<file path="src/rtl/asmd_pkg.sv">
// Shared types and helpers for the ASMD shift-add multiplier.
package asmd_pkg;

  typedef enum logic [2:0] {
    S_IDLE  = 3'd0,
    S_TEST  = 3'd1,
    S_ADD   = 3'd2,
    S_SHIFT = 3'd3,
    S_FIX   = 3'd4
  } state_t;

  // Widest operand the absolute-value helper can handle.
  localparam int unsigned ABS_MAX_W = 64;

  // Conditional absolute value of a width-bit value held zero-extended in
  // a 64-bit container. When en=0 the value passes through unchanged.
  // |-2^(width-1)| yields 2^(width-1), which is representable unsigned.
  function automatic logic [ABS_MAX_W-1:0] cond_abs(
    input logic [ABS_MAX_W-1:0] value,
    input int unsigned          width,
    input logic                 en
  );
    logic [ABS_MAX_W-1:0] mask;
    mask = (ABS_MAX_W'(1) << width) - ABS_MAX_W'(1);
    if (en && value[6'(width - 1)])
      cond_abs = (~value + ABS_MAX_W'(1)) & mask;
    else
      cond_abs = value & mask;
  endfunction

endpackage

</file>
<file path="src/rtl/asmd_mult_datapath.sv">
// Datapath of the ASMD multiplier: operand/accumulator/product registers,
// adder and sign fix-up, driven by one-hot-style control strobes.
module asmd_mult_datapath
  import asmd_pkg::*;
#(
  parameter int word_length = 4
) (
  input  logic                       clk,
  input  logic                       reset,
  input  logic                       load,
  input  logic                       add,
  input  logic                       shift,
  input  logic                       fix,
  input  logic [word_length-1:0]     word0,
  input  logic [word_length-1:0]     word1,
  input  logic                       signed_mode,
  input  logic                       accumulate,
  output logic [2*word_length-1:0]   product,
  output logic                       mplier_zero,
  output logic                       mplier_lsb
);

  logic [2*word_length-1:0] mcand;
  logic [word_length-1:0]   mplier;
  logic [2*word_length-1:0] acc;
  logic                     neg;
  logic                     acc_mode;

  logic [word_length-1:0]   abs0;
  logic [word_length-1:0]   abs1;
  logic [2*word_length-1:0] fix_val;

  assign abs0 = word_length'(cond_abs(ABS_MAX_W'(word0), word_length, signed_mode));
  assign abs1 = word_length'(cond_abs(ABS_MAX_W'(word1), word_length, signed_mode));

  assign fix_val     = neg ? (-acc) : acc;
  assign mplier_zero = (mplier == '0);
  assign mplier_lsb  = mplier[0];

  // Operand load, accumulate, shift and final signed/accumulating write-back.
  always_ff @(posedge clk) begin
    if (reset) begin
      mcand    <= '0;
      mplier   <= '0;
      acc      <= '0;
      neg      <= 1'b0;
      acc_mode <= 1'b0;
      product  <= '0;
    end else if (load) begin
      mcand    <= {{word_length{1'b0}}, abs0};
      mplier   <= abs1;
      acc      <= '0;
      neg      <= signed_mode & (word0[word_length-1] ^ word1[word_length-1]);
      acc_mode <= accumulate;
    end else if (add) begin
      acc <= acc + mcand;
    end else if (shift) begin
      mcand  <= mcand << 1;
      mplier <= mplier >> 1;
    end else if (fix) begin
      product <= acc_mode ? (product + fix_val) : fix_val;
    end
  end

endmodule

</file>
<file path="src/rtl/asmd_seq_multiplier.sv">
// ASMD sequential shift-add multiplier: controller FSM with registered
// ready level and one-cycle done pulse; arithmetic lives in the datapath.
module asmd_seq_multiplier
  import asmd_pkg::*;
#(
  parameter int word_length = 4
) (
  input  logic                     clk,
  input  logic                     reset,
  input  logic [word_length-1:0]   word0,
  input  logic [word_length-1:0]   word1,
  input  logic                     start,
  input  logic                     signed_mode,
  input  logic                     accumulate,
  output logic [2*word_length-1:0] product,
  output logic                     ready,
  output logic                     done
);

  state_t state;
  logic   load;
  logic   mplier_zero;
  logic   mplier_lsb;

  assign load = (state == S_IDLE) & start;

  asmd_mult_datapath #(
    .word_length(word_length)
  ) u_datapath (
    .clk         (clk),
    .reset       (reset),
    .load        (load),
    .add         (state == S_ADD),
    .shift       (state == S_SHIFT),
    .fix         (state == S_FIX),
    .word0       (word0),
    .word1       (word1),
    .signed_mode (signed_mode),
    .accumulate  (accumulate),
    .product     (product),
    .mplier_zero (mplier_zero),
    .mplier_lsb  (mplier_lsb)
  );

  // Controller: sequences test/add/shift until the multiplier is exhausted.
  always_ff @(posedge clk) begin
    if (reset) begin
      state <= S_IDLE;
      ready <= 1'b1;
      done  <= 1'b0;
    end else begin
      done <= 1'b0;
      case (state)
        S_IDLE: begin
          if (start) begin
            state <= S_TEST;
            ready <= 1'b0;
          end
        end
        S_TEST: begin
          if (mplier_zero)     state <= S_FIX;
          else if (mplier_lsb) state <= S_ADD;
          else                 state <= S_SHIFT;
        end
        S_ADD:   state <= S_SHIFT;
        S_SHIFT: state <= S_TEST;
        S_FIX: begin
          state <= S_IDLE;
          ready <= 1'b1;
          done  <= 1'b1;
        end
        default: begin
          state <= S_IDLE;
          ready <= 1'b1;
        end
      endcase
    end
  end

endmodule

</file>
<file path="config.mk">
export PLATFORM = sky130hd
export DESIGN_NAME = asmd_seq_multiplier
export DESIGN_NICKNAME = d
export VERILOG_FILES = /design/src/rtl/asmd_pkg.sv /design/src/rtl/asmd_mult_datapath.sv /design/src/rtl/asmd_seq_multiplier.sv
export SDC_FILE = /design/constraint.sdc
export NUM_CORES = 1
export LEC_CHECK = 0
export BUFFER_PORTS_ARGS = -buffer_cell sky130_fd_sc_hd__buf_2
export CAP_MARGIN = 10
export CORE_AREA = 2 2 74 76
export DETAILED_ROUTE_END_ITERATION = 6
export DIE_AREA = 0 0 76 78
export PLACE_DENSITY_LB_ADDON = 0.2
export SYNTH_ARGS = -nofsm -noshare
export SYNTH_HDL_FRONTEND = slang
export SYNTH_SLANG_ARGS = --single-unit
</file>
<file path="constraint.sdc">
create_clock -name clk -period 8.65 [get_ports clk]
set_clock_uncertainty 0.1 [all_clocks]
set_input_delay 1.73 -clock clk [delete_from_list [all_inputs] [get_ports clk]]
set_output_delay 1.73 -clock clk [all_outputs]
set_load 0.03 [all_outputs]
</file>
==> impl_metrics.json <==
{
  "vdd_drop_max_uv": 90.9,
  "die_width_um": 76,
  "overflow": 0,
  "grt_util_met2_pct": 27.9,
  "cts_hold_buffers": 0,
  "layout_commonest_cell": "dfxtp_1",
  "firstDrtPassIters": 4,
  "cp-startpoint": "start",
  "grt_max_degree": 25,
  "cts_buffers": 5,
  "post_cts_buffers": 0,
  "grt_pass1_wl_mm": 8.11,
  "yosysUniqueCellTypes": 44,
  "area_growth_pct": 12.7,
  "finalHoldViolations": 0,
  "tns_ns": 0,
  "min_to": "u_datapath.product[3]$_SDFFE_PP0P_",
  "worstMarginPinSlew_ns": 0.719,
  "ys_ff_latch": 35,
  "cts_tree": "built",
  "design_area_um2": 2550,
  "rr_worst_depth": 11,
  "synth_nets": 302,
  "synthAdderAreaFrac_pct": 11.7,
  "ctsResizeCount": 0,
  "layout_min_cycle_time_ns": 3.32,
  "dr.first_iter.drc_count": 96,
  "synth_edf_count": 0,
  "p_leak_nw": 1.14,
  "fmax_mhz": 301,
  "use_met1_pct": 20.9,
  "hp-class": "register to register",
  "whs_path_depth": 2,
  "slew_headroom_pct": 51.9,
  "ios": 23,
  "syn_inst": 269,
  "clkTransAtPathRegs_ns": 0.07,
  "worst_ep_required_time_ns": 8.74,
  "clock_path_buffers": 2,
  "gp_congestion": 0.903,
  "antenna_found_initial": 0,
  "layout_common_cells": "35 x dfxtp_1, 28 x nand2_1, 25 x nor2_1, 23 x a21oi_1, 22 x buf_2",
  "rrSetupSlack_ns": 5.62,
  "met3_usage_pct": 3.49,
  "rsz0062_at_grt": "no",
  "crit_arrival_ns": 3.41,
  "power_density_nw_per_um2": 172,
  "syn_area_per_cell_um2": 8.42,
  "worst_slack_ns": 5.33,
  "vias_per_cell": 5.33,
  "drv_cap": 0,
  "clock-sinks": 35,
  "gr-usage-all-layers_pct": 16.7,
  "dp.final_hpwl_mm": 3.43,
  "die_h_um": 78,
  "placementRows": 26,
  "synth_compound_area_share_pct": 21.1,
  "synthArstFlopShare_pct": 0,
  "synth_top_family_by_area": "compound AO/OA/AOI/OAI gates",
  "maxSlewViolCount": 0,
  "yosys.area_share.simple_pct": 20.3,
  "start_util_pct": 44.9,
  "crit_type": "primary input to register",
  "r2r-end": "u_datapath.product[6]$_SDFFE_PP0P_",
  "grt_pass1_vias": 1780,
  "clock_latency_ns": 0.29,
  "syn_area_um2": 2270,
  "placed_area_um2": 2420,
  "reg2reg_from": "u_datapath.acc[1]$_SDFFE_PP0N_",
  "diodes": 0,
  "drive_above_1_share_pct": 13.5,
  "htreeDepth": 2,
  "n_fill_cell": 482,
  "timing.final.crit_share_pct": 38.4,
  "cp_max_fo": 17,
  "io_buffers": 22,
  "synth.mux.area_fraction_pct": 4.86,
  "synth_xor_area_share_pct": 6.90,
  "drc_errors": 0,
  "hp-start": "u_datapath.product[3]$_SDFFE_PP0P_",
  "nets": 320,
  "yosysWarnings": 0,
  "outcome": "finished clean",
  "antenna_left": 0,
  "core_um2": 5040,
  "busiest_layer": "met2",
  "start_kind": "primary input",
  "cts_root_buffer": "clkbuf_8",
  "place_ws_ns": 5.00,
  "synth_ff_type": "dfxtp_1",
  "vias": 1909,
  "whs_ns": 0.381,
  "setup_viol": 0,
  "fp.dieArea_um2": 5930,
  "yosysSeqAreaShare_pct": 30.9,
  "wire_per_inst_um": 12.5,
  "drt-total-wl_mm": 4.47,
  "crit_path_end_kind": "register"
}
==> worst max-delay path by stage <==
stage / end / depth (start not counted)
after floorplan: u_datapath.acc[7]$_SDFFE_PP0N_ / 6
after global placement: u_datapath.acc[6]$_SDFFE_PP0N_ / 6
after detailed placement: u_datapath.acc[6]$_SDFFE_PP0N_ / 7
after CTS: u_datapath.acc[6]$_SDFFE_PP0N_ / 7
after global routing: u_datapath.acc[6]$_SDFFE_PP0N_ / 7
final: u_datapath.acc[6]$_SDFFE_PP0N_ / 6
==> logic make-up (layout without fill, tap and decap cells) <==
logic type | after synthesis | count (layout)
buffers and inverters | 24 | 43
multiplexers | 11 | 11
AND/OR/NAND/NOR | 92 | 92
AO/OA/AOI/OAI | 70 | 70
adder cells (fa/ha/maj) | 20 | 20
XOR/XNOR | 17 | 17
flip-flops | 35 | 35
==> cell usage after synthesis (5+ instances only) <==
master	number	share of area (%)
dfxtp_1	35	31
nand2_1	28	4.6
nor2_1	25	4.1
a21oi_1	23	5.1
ha_1	18	9.9
a211oi_1	14	4.6
inv_1	13	2.2
mux2i_1	11	4.9
xnor2_1	11	4.3
nand3_1	9	2.0
clkbuf_1	8	1.3
nand2b_1	8	2.2
o21ai_0	8	1.8
a21o_1	6	2.0
o211ai_1	5	1.7
o31ai_1	5	1.7
xor2_1	5	1.9
==> critical path: stages <==
cell	delay [ns]
buf_2	0.08
or3b_2	0.46
or2_2	0.43
nand2b_1	0.45
or4_1	0.20
nand3_1	0.06
==> state kept, by name, summed over array words and instances, names as in the netlist <==
signal	count
ready	1
done	1
u_datapath.acc	8
u_datapath.mcand	8
u_datapath.acc_mode	1
u_datapath.mplier	4
u_datapath.neg	1
u_datapath.product	8
state	3
==> area by class of cell <==
cell class | count | area [um2] | share of cell area [%]
clock buffers | 5 | 68.8 | 2.69
inverters | 13 | 48.8 | 1.91
flip-flops and latches | 35 | 701 | 27.4
clock inverters | 3 | 67.6 | 2.65
repair buffers | 22 | 110 | 4.31
multi-input cells | 210 | 1470 | 57.6
well taps | 70 | 87.6 | 3.43
==> per-layer routing <==
layer	wire [um]	up-vias
met1	2120	866
met3	178	8
met4	116	0
li1	-	999
met2	2050	36
met5	0	-
==> report_power, final <==
part           internal [mW]  switching (mW)
Sequential             0.172          0.0130
Clock                  0.115          0.0629
Combinational         0.0299          0.0457
==> stage by stage <==
step	utilization, %	power [mW]	std cells
after floorplan	-	0.246	269
final	50.6	0.439	358
after detailed placement	47.9	0.265	350
after global routing	50.6	0.461	358
after global placement	47.9	0.264	350
after CTS	50.6	0.443	358
Note: power is estimated with default switching activity, not from simulation.
